===== config.mk =====
export PLATFORM = sky130hd
export DESIGN_NAME = axi3_burst
export DESIGN_NICKNAME = d
export VERILOG_FILES = /design/src/rtl/axi3_burst.sv
export SDC_FILE = /design/constraint.sdc
export NUM_CORES = 1
export LEC_CHECK = 0
export ABC_AREA = 1
export CORE_UTILIZATION = 36
export CTS_BUF_LIST = sky130_fd_sc_hd__clkbuf_4 sky130_fd_sc_hd__clkbuf_8 sky130_fd_sc_hd__clkbuf_16
export CTS_CLUSTER_DIAMETER = 120
export DETAILED_ROUTE_END_ITERATION = 8
export PLACE_DENSITY = 0.69
export SETUP_SLACK_MARGIN = 0.2
export SLEW_MARGIN = 20
export SYNTH_ARGS = -nofsm -noshare
export SYNTH_HDL_FRONTEND = slang
export SYNTH_SLANG_ARGS = --single-unit
export TNS_END_PERCENT = 1

===== constraint.sdc =====
create_clock -name clk -period 5.04 [get_ports clk]
set_clock_uncertainty 0.1 [all_clocks]
set_input_delay 1.512 -clock clk [delete_from_list [all_inputs] [get_ports clk]]
set_output_delay 1.512 -clock clk [all_outputs]
set_load 0.005 [all_outputs]

===== src/rtl/axi3_burst.sv =====
// AXI3 slave bridge: one burst at a time from GP0 onto a simple req/ack local bus.
// Reads and writes arbitrate with alternating priority; INCR and FIXED bursts only.
module axi3_burst #(
  parameter int unsigned DATA_W  = 32,
  parameter int unsigned ID_W    = 12,
  parameter int unsigned TIMEOUT = 255
) (
  input  logic                  clk,
  input  logic                  reset,
  input  logic                  gp0_awvalid,
  output logic                  gp0_awready,
  input  logic [ID_W-1:0]       gp0_awid,
  input  logic [31:0]           gp0_awaddr,
  input  logic [3:0]            gp0_awlen,
  input  logic [1:0]            gp0_awburst,
  input  logic                  gp0_arvalid,
  output logic                  gp0_arready,
  input  logic [ID_W-1:0]       gp0_arid,
  input  logic [31:0]           gp0_araddr,
  input  logic [3:0]            gp0_arlen,
  input  logic [1:0]            gp0_arburst,
  input  logic                  gp0_wvalid,
  output logic                  gp0_wready,
  input  logic [ID_W-1:0]       gp0_wid,
  input  logic [DATA_W-1:0]     gp0_wdata,
  input  logic [DATA_W/8-1:0]   gp0_wstrb,
  input  logic                  gp0_wlast,
  output logic                  gp0_bvalid,
  input  logic                  gp0_bready,
  output logic [ID_W-1:0]       gp0_bid,
  output logic [1:0]            gp0_bresp,
  output logic                  gp0_rvalid,
  input  logic                  gp0_rready,
  output logic [ID_W-1:0]       gp0_rid,
  output logic [1:0]            gp0_rresp,
  output logic [DATA_W-1:0]     gp0_rdata,
  output logic                  gp0_rlast,
  output logic [31:0]           arm_addr,
  output logic [DATA_W-1:0]     arm_wdata,
  output logic [DATA_W/8-1:0]   arm_wstrb,
  input  logic [DATA_W-1:0]     arm_rdata,
  output logic                  arm_req,
  output logic                  arm_wr,
  input  logic                  arm_ack,
  input  logic                  arm_err
);
  localparam int unsigned STRB_W = DATA_W / 8;

  typedef enum logic [2:0] {S_IDLE, S_RACC, S_RDATA, S_WDATA, S_WACC, S_WRESP} state_t;

  state_t                r_state, w_next;
  logic [ID_W-1:0]       r_id;
  logic [31:0]           r_addr;
  logic [3:0]            r_len, r_beat;
  logic [1:0]            r_burst, r_rresp;
  logic                  r_err, r_prio_w;
  logic [DATA_W-1:0]     r_rdata, r_wdata;
  logic [STRB_W-1:0]     r_wstrb;
  logic [31:0]           r_tmo;

  logic                  w_grant_w, w_last, w_unsup, w_tmo, w_done, w_done_err, w_wid_ok;
  logic [31:0]           w_step_addr, w_aw_addr, w_ar_addr;

  assign w_grant_w   = gp0_awvalid & (~gp0_arvalid | r_prio_w);
  assign gp0_awready = (r_state == S_IDLE) & gp0_awvalid & w_grant_w;
  assign gp0_arready = (r_state == S_IDLE) & gp0_arvalid & ~w_grant_w;

  assign w_aw_addr   = gp0_awaddr & ~(32'(STRB_W) - 32'd1);
  assign w_ar_addr   = gp0_araddr & ~(32'(STRB_W) - 32'd1);
  assign w_last      = (r_beat == r_len);
  assign w_unsup     = r_burst[1];
  assign w_wid_ok    = (gp0_wid == r_id);
  assign w_step_addr = (r_burst == 2'b01) ? r_addr + 32'(STRB_W) : r_addr;

  // A timeout behaves exactly like an ack carrying an error.
  assign w_tmo      = (TIMEOUT != 0) && (r_tmo == TIMEOUT - 1);
  assign w_done     = arm_req & (arm_ack | w_tmo);
  assign w_done_err = arm_ack ? arm_err : 1'b1;

  assign arm_req    = ((r_state == S_RACC) & ~w_unsup) | (r_state == S_WACC);
  assign arm_wr     = (r_state == S_WACC);
  assign arm_addr   = r_addr;
  assign arm_wdata  = r_wdata;
  assign arm_wstrb  = r_wstrb;

  assign gp0_wready = (r_state == S_WDATA);
  assign gp0_bvalid = (r_state == S_WRESP);
  assign gp0_bid    = r_id;
  assign gp0_bresp  = r_err ? 2'b10 : 2'b00;
  assign gp0_rvalid = (r_state == S_RDATA);
  assign gp0_rid    = r_id;
  assign gp0_rresp  = r_rresp;
  assign gp0_rdata  = r_rdata;
  assign gp0_rlast  = (r_state == S_RDATA) & w_last;

  always_comb begin
    w_next = r_state;
    case (r_state)
      S_IDLE:  if (gp0_awready) w_next = S_WDATA;
               else if (gp0_arready) w_next = S_RACC;
      S_RACC:  if (w_unsup || w_done) w_next = S_RDATA;
      S_RDATA: if (gp0_rready) w_next = w_last ? S_IDLE : S_RACC;
      S_WDATA: if (gp0_wvalid) begin
                 if (!w_wid_ok || w_unsup) w_next = w_last ? S_WRESP : S_WDATA;
                 else                      w_next = S_WACC;
               end
      S_WACC:  if (w_done) w_next = w_last ? S_WRESP : S_WDATA;
      S_WRESP: if (gp0_bready) w_next = S_IDLE;
      default: w_next = S_IDLE;
    endcase
  end

  always_ff @(posedge clk) begin
    if (reset) begin
      r_state  <= S_IDLE;
      r_id     <= '0;
      r_addr   <= '0;
      r_len    <= '0;
      r_beat   <= '0;
      r_burst  <= '0;
      r_rresp  <= '0;
      r_err    <= 1'b0;
      r_prio_w <= 1'b1;
      r_rdata  <= '0;
      r_wdata  <= '0;
      r_wstrb  <= '0;
      r_tmo    <= '0;
    end else begin
      r_state <= w_next;
      r_tmo   <= (arm_req && !w_done) ? r_tmo + 32'd1 : '0;
      case (r_state)
        S_IDLE: begin
          if (gp0_awready) begin
            r_id     <= gp0_awid;
            r_addr   <= w_aw_addr;
            r_len    <= gp0_awlen;
            r_burst  <= gp0_awburst;
            r_beat   <= '0;
            r_err    <= gp0_awburst[1];
            r_prio_w <= 1'b0;
          end else if (gp0_arready) begin
            r_id     <= gp0_arid;
            r_addr   <= w_ar_addr;
            r_len    <= gp0_arlen;
            r_burst  <= gp0_arburst;
            r_beat   <= '0;
            r_err    <= 1'b0;
            r_prio_w <= 1'b1;
          end
        end
        S_RACC: begin
          if (w_unsup) begin
            r_rdata <= '0;
            r_rresp <= 2'b10;
          end else if (w_done) begin
            r_rdata <= arm_ack ? arm_rdata : '0;
            r_rresp <= w_done_err ? 2'b10 : 2'b00;
          end
        end
        S_RDATA: begin
          if (gp0_rready && !w_last) begin
            r_beat <= r_beat + 4'd1;
            r_addr <= w_step_addr;
          end
        end
        S_WDATA: begin
          if (gp0_wvalid) begin
            r_wdata <= gp0_wdata;
            r_wstrb <= gp0_wstrb;
            r_err   <= r_err | (gp0_wlast != w_last) | ~w_wid_ok;
            // Dropped beats still advance the burst so later beats land at their own address.
            if ((!w_wid_ok || w_unsup) && !w_last) begin
              r_beat <= r_beat + 4'd1;
              r_addr <= w_step_addr;
            end
          end
        end
        S_WACC: begin
          if (w_done) begin
            r_err <= r_err | w_done_err;
            if (!w_last) begin
              r_beat <= r_beat + 4'd1;
              r_addr <= w_step_addr;
            end
          end
        end
        default: ;
      endcase
    end
  end

endmodule


==> results of run 1 <==
==> metal layers <==
metal	wire (um)	part of all wire [%]	up-vias
met5	0	0	-
met4	691	2.5	0
met3	2306	8.5	42
met2	12460	46	293
met1	11700	43	4197
li1	-	-	4846
==> cell type report <==
cell class,instances,area (um^2)
multi-input cells,992,4552
clock inverters,15,193.9
inverters,121,454.2
fillers,2366,10960
flip-flops and latches,158,3163
repair buffers,328,3251
clock buffers,17,425.4
well taps,319,399.1
==> tightest hold or removal path, cell delays in order (launching register included) <==
cell	delay (ns)
dfxtp_1	0.31
nand2_1	0.06
a21oi_1	0.05
==> cells in the final DEF (no fill, tap or decap), types with 4 or more instances in the layout <==
master,count
nand2_2,4
nand4_1,16
nor2_1,211
nor2_2,8
clkbuf_16,17
nand2_1,343
o21ai_1,8
clkinv_8,7
xor2_1,22
dfxtp_1,158
xnor2_1,8
nor3b_1,6
inv_1,109
conb_1,4
o21ai_0,69
buf_4,11
nand3b_1,4
nor3_1,28
a21oi_1,117
o22ai_1,8
clkdlybuf4s50_1,316
nor4_1,4
inv_8,4
nand3_1,114
ha_1,4
inv_2,11
==> where the power goes <==
part           switching (mW)  total (mW)  internal, mW  leakage, nW
Clock                   0.646        1.33         0.679        0.300
Sequential              0.212        1.66          1.45         1.29
Combinational            1.30        2.29         0.986         3.17
Total                    2.16        5.27          3.11         4.76
==> how the worst min path moves through the flow <==
| stage | start | to | slack [ns] | cells past startpoint |
|---|---|---|---|---|
| 6_report | arm_wdata[5] | arm_wdata[5] | 0.36 | 2 |
| 5_1_grt | arm_wdata[3] | arm_wdata[3] | 0.37 | 2 |
| 4_1_cts | arm_wdata[21] | arm_wdata[21] | 0.36 | 2 |
| 3_5_place_dp | arm_wdata[12] | arm_wdata[12] | 0.35 | 2 |
| 3_3_place_gp | r_tmo[0] | r_tmo[0] | 0.35 | 1 |
| 2_1_floorplan | r_tmo[0] | r_tmo[0] | 0.33 | 1 |
==> sequential cells by signal, indices dropped and copies added (netlist names) <==
signal / flops
arm_addr: 30
r_len: 4
r_prio_w: 1
arm_wstrb: 4
arm_wdata: 32
r_err: 1
r_tmo: 32
r_state: 3
gp0_rresp: 1
gp0_bid: 12
r_burst: 2
r_beat: 4
gp0_rdata: 32
==> cells by family after synthesis <==
logic type      Yosys count  synth area share, %
compound gates          209                12.62
xor+xnor                 30                3.070
fa+ha+maj                 4               0.5848
buf+inv                 200                10.01
flops                   158                36.96
other cells               1              0.04382
simple gates            745                36.71
==> flow_metrics.env, run 1 <==
export IMPL_path_class="in -> out"
export IMPL_antenna_found_initial=0
export IMPL_clk_latency_ns=0.43
export IMPL_met2_usage_pct=36.69
export IMPL_tightest_slew_ns=0.9218
export IMPL_h_tree_depth=4
export IMPL_grtUsageMet3_pct=7.778
export IMPL_worst_ep_required_time_ns=3.43
export IMPL_dr_pass1_iters=5
export IMPL_cp_top_family="buffers and inverters"
export IMPL_rsz0062_at_grt="false"
export IMPL_route_vias_total=9378
export IMPL_cp_num_cells=8
export IMPL_track_usage_pct=21.86
export IMPL_crit_buf_inv=4
export IMPL_synth_warning_count=0
export IMPL_root_buffer="clkbuf_16"
export IMPL_crit_path_end="gp0_arready"
export IMPL_drtAntennaViolNets=0
export IMPL_layout_setup_ws_ns=0.4458
export IMPL_power_leakage_nw=4.759
export IMPL_stdcell_count=1950
export IMPL_r2r_slack_ns=2.05
export IMPL_dieArea_um2=24390
export IMPL_gp_congestion=0.8534
export IMPL_fin_crit_sh_pct=91.15
export IMPL_outcome="complete, no violations"
export IMPL_yosys_area_top_type="dfxtp_1"
export IMPL_synthCells=1347
export IMPL_rows=56
export IMPL_diodes=0
export IMPL_core_area_um2=23400
export IMPL_hold_class="reg -> reg"
export IMPL_critical_path_arrival_ns=2.98
export IMPL_setup_viol=0
export IMPL_cts_sinks=158
export IMPL_grt_max_degree=58
export IMPL_yosysTopAreaCellShare_pct=36.96
export IMPL_synth_common_cells="nand2_1, nor2_1, dfxtp_1"
export IMPL_path_max_fanout=10
export IMPL_clk_pin_slew_ns=0.07
export IMPL_r2r_cells=10
export IMPL_area_growth_pct=45.34
export IMPL_reg2reg_to="arm_addr[14]"
export IMPL_dp_final_hpwl_um=19500
export IMPL_cts_tree="yes"
export IMPL_cts_resized=0
export IMPL_synth_seq_area_share_pct=36.96
export IMPL_grt_pass1_wl_um=42580
export IMPL_powerDensity_nw_per_um2=423.7
export IMPL_maxSlewViolCount=0
export IMPL_hold_buffers=0
export IMPL_cts_buffer_depth=2
export IMPL_crit_slowest_cell="clkdlybuf4s50_1"
export IMPL_yosysUniqueCellTypes=38
export IMPL_die_y_um=156.2
export IMPL_ios=326
export IMPL_cp_slowest_stage_delay_ns=0.51
export IMPL_yosysMostFrequentCell="nand2_1"
export IMPL_post_cts_buffers=0
export IMPL_drt_vias_per_instance=4.809
export IMPL_ys_seq_elements=158
export IMPL_final_area_um2=12440
export IMPL_async_flop_share_pct=0
export IMPL_synth_edff_count=0
export IMPL_hold_ws_ns=0.3612
export IMPL_yosys_top_cells_area="dfxtp_1, nand2_1, nor2_1"
export IMPL_drv_cap=0
export IMPL_fin_crit_ns=4.594
export IMPL_grt_overflow=0
export IMPL_start_kind="input port"
export IMPL_die_w_um=156.2
export IMPL_power_mw=5.271
export IMPL_dpl_cell_count=1918
export IMPL_placed_area_um2=11820
export IMPL_synth_flop_cell="dfxtp_1"
export IMPL_avgSynthCellArea_um2=6.354
export IMPL_dp_slack_ns=0.4326
export IMPL_fin_nets=1812
export IMPL_wirelength_um=27170
export IMPL_use_met1_pct=25.61
export IMPL_avgRoutedWirePerCell_um=13.93
export IMPL_utilization_pct=53.15
export IMPL_r2r_start="r_state[2]"
export IMPL_max_freq_mhz=217.7
export IMPL_slew_headroom_pct=38.48
export IMPL_end_kind="primary output"
export IMPL_drt_initial_drc_count=472
export IMPL_syn_area_um2=8558
export IMPL_route_detailed_drc=0
export IMPL_grt_busiest_layer="met2"
export IMPL_hold_viol=0
export IMPL_crit_chain="clkdlybuf4s50_1, inv_1, nor2_1, nor2_1, nand2_2, nand2_1, inv_1, clkdlybuf4s50_1"
export IMPL_drive_gt1_share_pct=4.598
export IMPL_ir_drop_v=0.0002563
export IMPL_cts_buffers=17
export IMPL_initial_utilization_pct=36.57
export IMPL_worstSetupStartpoint="gp0_arvalid"
export IMPL_finalSetupTns_ns=0
export IMPL_io_buffer_count=317
export IMPL_grt_pass1_vias=8742
Note: power is estimated with default switching activity, not from simulation.
==> run 2, diff against run 1 <==
--- a/config.mk
+++ b/config.mk
@@ -6,6 +6,7 @@
 export NUM_CORES = 1
 export LEC_CHECK = 0
 export ABC_AREA = 1
+export CORE_MARGIN = 2
 export CORE_UTILIZATION = 36
 export CTS_BUF_LIST = sky130_fd_sc_hd__clkbuf_4 sky130_fd_sc_hd__clkbuf_8 sky130_fd_sc_hd__clkbuf_16
 export CTS_CLUSTER_DIAMETER = 120
==> flow_metrics.env, run 2 (synthesis gave the netlist of run 1 again) <==
export IMPL_hold_class="reg -> reg"
export IMPL_drive_gt1_share_pct=4.598
export IMPL_tightest_slew_ns=1.009
export IMPL_worstHoldStart="arm_wdata[31]"
export IMPL_area_growth_pct=44.97
export IMPL_worst_ep_required_time_ns=3.43
export IMPL_crit_buf_inv=4
export IMPL_rows=56
export IMPL_clk_latency_ns=0.42
export IMPL_powerDensity_nw_per_um2=423.4
export IMPL_critical_path_arrival_ns=3.05
export IMPL_max_freq_mhz=214.7
export IMPL_route_vias_total=9538
export IMPL_slew_headroom_pct=32.75
export IMPL_root_buffer="clkbuf_16"
export IMPL_cts_buffer_depth=2
export IMPL_route_detailed_drc=0
export IMPL_drv_cap=0
export IMPL_drt_initial_drc_count=538
export IMPL_reg2reg_to="arm_addr[26]"
export IMPL_stdcell_count=1950
export IMPL_post_cts_buffers=0
export IMPL_hold_path_end="arm_wdata[31]"
export IMPL_path_class="in -> out"
export IMPL_io_buffer_count=317
export IMPL_start_kind="input port"
export IMPL_final_common_cell="nand2_1"
export IMPL_dr_pass1_iters=8
export IMPL_r2r_cells=10
export IMPL_r2r_start="r_state[2]"
export IMPL_dpl_cell_count=1918
export IMPL_maxSlewViolCount=0
export IMPL_finalSetupTns_ns=0
export IMPL_avgRoutedWirePerCell_um=14.32
export IMPL_h_tree_depth=4
export IMPL_final_cell_mix="nand2_1, clkdlybuf4s50_1, nor2_1"
export IMPL_dp_final_hpwl_um=20020
export IMPL_drt_vias_per_instance=4.891
export IMPL_hold_viol=0
export IMPL_power_leakage_nw=4.747
export IMPL_crit_slowest_cell="clkdlybuf4s50_1"
export IMPL_grt_pass1_wl_um=43360
export IMPL_fin_crit_sh_pct=92.41
export IMPL_antenna_found_initial=0
export IMPL_outcome="complete, no violations"
export IMPL_cts_sinks=158
export IMPL_end_kind="primary output"
export IMPL_path_max_fanout=12
export IMPL_drtAntennaViolNets=0
export IMPL_grt_pass1_vias=8835
export IMPL_gp_congestion=0.9071
export IMPL_die_y_um=158.2
export IMPL_crit_chain="clkdlybuf4s50_1, inv_1, nor2_1, nor2_1, nand2_2, nand2_1, inv_1, clkdlybuf4s50_1"
export IMPL_initial_utilization_pct=36.57
export IMPL_cp_slowest_stage_delay_ns=0.51
export IMPL_wirelength_um=27920
export IMPL_fin_crit_ns=4.657
export IMPL_cts_resized=0
export IMPL_diodes=0
export IMPL_hold_ws_ns=0.3605
export IMPL_cts_tree="yes"
export IMPL_setup_viol=0
export IMPL_dieArea_um2=25020
export IMPL_clk_pin_slew_ns=0.07
export IMPL_core_area_um2=23400
export IMPL_rsz0062_at_grt="false"
export IMPL_track_usage_pct=21.57
export IMPL_holdPathStages=2
export IMPL_grt_max_degree=92
export IMPL_ios=326
export IMPL_grt_overflow=0
export IMPL_cts_buffers=17
export IMPL_ir_drop_v=0.0002455
export IMPL_worstSetupStartpoint="gp0_arvalid"
export IMPL_power_mw=5.254
export IMPL_fin_nets=1812
export IMPL_cp_top_family="buffers and inverters"
export IMPL_r2r_slack_ns=1.95
export IMPL_hold_buffers=0
export IMPL_die_w_um=158.2
run 2: cell types whose count changed in the layout (fill, tap and decap cells not counted), sizes merged:
cell | previous run | this run
inv | 127 | 129
clkinv | 9 | 6
clkinvlp | 0 | 1
run 2: layout make-up:
class | instances | area (um^2)
Clock inverter | 15 | 162.7
Timing Repair Buffer | 328 | 3251
Fill cell | 2377 | 11000
Multi-Input combinational cell | 992 | 4552
Tap cell | 319 | 399.1
Clock buffer | 17 | 425.4
Inverter | 121 | 454.2
Sequential cell | 158 | 3163
run 2: how the worst max path moves through the flow:
stage | to | slack, ns | cells after the start
2_1_floorplan | gp0_awready | 1.22 | 6
3_3_place_gp | gp0_arready | 0.39 | 8
3_5_place_dp | gp0_arready | 0.38 | 8
4_1_cts | gp0_arready | 0.38 | 8
5_1_grt | gp0_arready | 0.29 | 8
6_report | gp0_arready | 0.38 | 8
run 2: stage by stage:
stage,worst slack [ns],area [um^2],utilization (%)
2_1_floorplan,1.219,8569,-
3_3_place_gp,0.3869,11820,50.50
3_5_place_dp,0.3813,11820,50.50
4_1_cts,0.3796,12410,53.02
5_1_grt,0.2913,12410,53.02
6_report,0.3827,12410,53.02
run 2: tightest hold or removal path, cell delays in order (launching register included):
cell and delay, ns:
dfxtp_1 0.31, nand2_1 0.06, a21oi_1 0.05
run 2: layer usage:
metal | track usage, % | up-vias | part of all wire [%]
li1 | - | 4853 | -
met2 | 35.86 | 323 | 46
met5 | 0 | - | 0
met3 | 7.610 | 36 | 9.0
met1 | 26.50 | 4326 | 43
met4 | 5.749 | 0 | 1.9
run 2: power by group:
| group | switching, mW | internal, mW | total [mW] |
|---|---|---|---|
| clock network | 0.624 | 0.668 | 1.29 |
| registers | 0.212 | 1.45 | 1.66 |
| logic | 1.32 | 0.986 | 2.30 |
| total | 2.15 | 3.10 | 5.25 |
==> run 3, diff against run 2 <==
--- a/config.mk
+++ b/config.mk
@@ -6,6 +6,7 @@
 export NUM_CORES = 1
 export LEC_CHECK = 0
 export ABC_AREA = 1
+export CORE_ASPECT_RATIO = 0.7
 export CORE_MARGIN = 2
 export CORE_UTILIZATION = 36
 export CTS_BUF_LIST = sky130_fd_sc_hd__clkbuf_4 sky130_fd_sc_hd__clkbuf_8 sky130_fd_sc_hd__clkbuf_16
==> flow_metrics.env, run 3 (synthesis gave the netlist of run 1 again) <==
export IMPL_r2r_slack_ns=1.92
export IMPL_avgRoutedWirePerCell_um=14.99
export IMPL_power_mw=5.589
export IMPL_cts_sinks=158
export IMPL_power_leakage_nw=4.817
export IMPL_outcome="complete, no violations"
export IMPL_die_y_um=133
export IMPL_route_vias_total=9558
export IMPL_post_cts_buffers=0
export IMPL_r2r_cells=10
export IMPL_cts_tree="yes"
export IMPL_clk_pin_slew_ns=0.06
export IMPL_ir_drop_v=0.0002474
export IMPL_cts_resized=0
export IMPL_clk_latency_ns=0.42
export IMPL_drtAntennaViolNets=0
export IMPL_fin_crit_ns=4.486
export IMPL_grt_pass1_vias=8821
export IMPL_rows=47
export IMPL_worstSetupStartpoint="gp0_arvalid"
export IMPL_cts_buffers=17
export IMPL_crit_path_end="gp0_arready"
export IMPL_core_area_um2=23460
export IMPL_dieArea_um2=25040
export IMPL_route_detailed_drc=0
export IMPL_root_buffer="clkbuf_16"
export IMPL_fin_crit_sh_pct=89.00
export IMPL_area_growth_pct=46.70
export IMPL_n_fill_cell=2268
export IMPL_r2r_start="r_state[2]"
export IMPL_path_class="in -> out"
export IMPL_grt_max_degree=92
export IMPL_dp_final_hpwl_um=21250
export IMPL_hold_viol=0
export IMPL_maxSlewViolCount=0
export IMPL_antenna_found_initial=0
export IMPL_ios=326
export IMPL_die_w_um=188.3
export IMPL_cts_buffer_depth=2
export IMPL_hold_ws_ns=0.3609
export IMPL_final_common_cell="nand2_1"
export IMPL_drt_vias_per_instance=4.899
export IMPL_gp_congestion=0.8891
export IMPL_h_tree_depth=4
export IMPL_io_buffer_count=317
export IMPL_wirelength_um=29240
export IMPL_diodes=0
export IMPL_worst_ep_required_time_ns=3.43
export IMPL_final_cell_mix="nand2_1, clkdlybuf4s50_1, nor2_1"
export IMPL_rsz0062_at_grt="false"
export IMPL_dr_pass1_iters=7
export IMPL_fin_nets=1814
export IMPL_hold_class="reg -> reg"
export IMPL_path_max_fanout=5
export IMPL_reg2reg_to="arm_addr[22]"
export IMPL_max_freq_mhz=222.9
export IMPL_end_kind="primary output"
export IMPL_drive_gt1_share_pct=4.715
export IMPL_drv_cap=0
export IMPL_track_usage_pct=22.90
export IMPL_initial_utilization_pct=36.47
export IMPL_tightest_slew_ns=1.078
export IMPL_grt_pass1_wl_um=46260
export IMPL_slew_headroom_pct=28.04
export IMPL_grt_busiest_layer="met2"
export IMPL_hold_buffers=0
export IMPL_met2_usage_pct=36.26
export IMPL_powerDensity_nw_per_um2=445.2
export IMPL_finalSetupTns_ns=0
export IMPL_setup_viol=0
export IMPL_critical_path_arrival_ns=2.87
export IMPL_drt_initial_drc_count=742
export IMPL_grtUsageMet3_pct=5.623
export IMPL_grt_overflow=0
export IMPL_use_met1_pct=31.49
export IMPL_start_kind="input port"
-- run 3: per-layer routing --
metal / share of wire (%) / vias up
met3: 7.8 / 33
li1: - / 4850
met1: 46 / 4361
met5: 0 / -
met4: 1.4 / 0
met2: 44 / 314
-- run 3: critical path: stages --
cell	delay [ns]
clkdlybuf4s50_1	0.45
inv_1	0.07
nor2_1	0.09
nor2_1	0.05
nand2_2	0.08
nand2_1	0.06
inv_1	0.06
clkdlybuf4s50_1	0.50
-- run 3: layout make-up --
class	instances	area (um^2)	share of cell area (%)
inverters	121	454.2	3.618
multi-input cells	992	4552	36.26
clock buffers	21	461.7	3.678
flip-flops and latches	158	3163	25.19
well taps	318	397.9	3.169
repair buffers	330	3266	26.01
clock inverters	11	260.3	2.073
-- run 3: worst min-delay path by stage --
stage | from | to | slack, ns | cells past startpoint
finish | arm_wdata[7] | arm_wdata[7] | 0.36 | 2
global route | gp0_rdata[19] | gp0_rdata[19] | 0.38 | 2
CTS | arm_wdata[23] | arm_wdata[23] | 0.36 | 2
detailed placement | r_tmo[0] | r_tmo[0] | 0.35 | 1
global placement | r_tmo[0] | r_tmo[0] | 0.34 | 1
floorplan | r_tmo[0] | r_tmo[0] | 0.33 | 1
-- run 3: stage by stage --
step           cells  utilization, %  setup slack, ns  area, um^2
5_1_grt         1951           53.51           0.4554       12550
4_1_cts         1951           53.51           0.5472       12550
3_3_place_gp    1919           50.43           0.5269       11830
6_report        1951           53.51           0.5544       12550
2_1_floorplan   1350               -            1.219        8569
3_5_place_dp    1919           50.43           0.5439       11830
-- run 3: power breakdown --
group	internal, mW	switching (mW)	leakage (nW)
combinational	0.992	1.35	3.18
clock	1.06	0.522	0.348
sequential	1.45	0.218	1.29
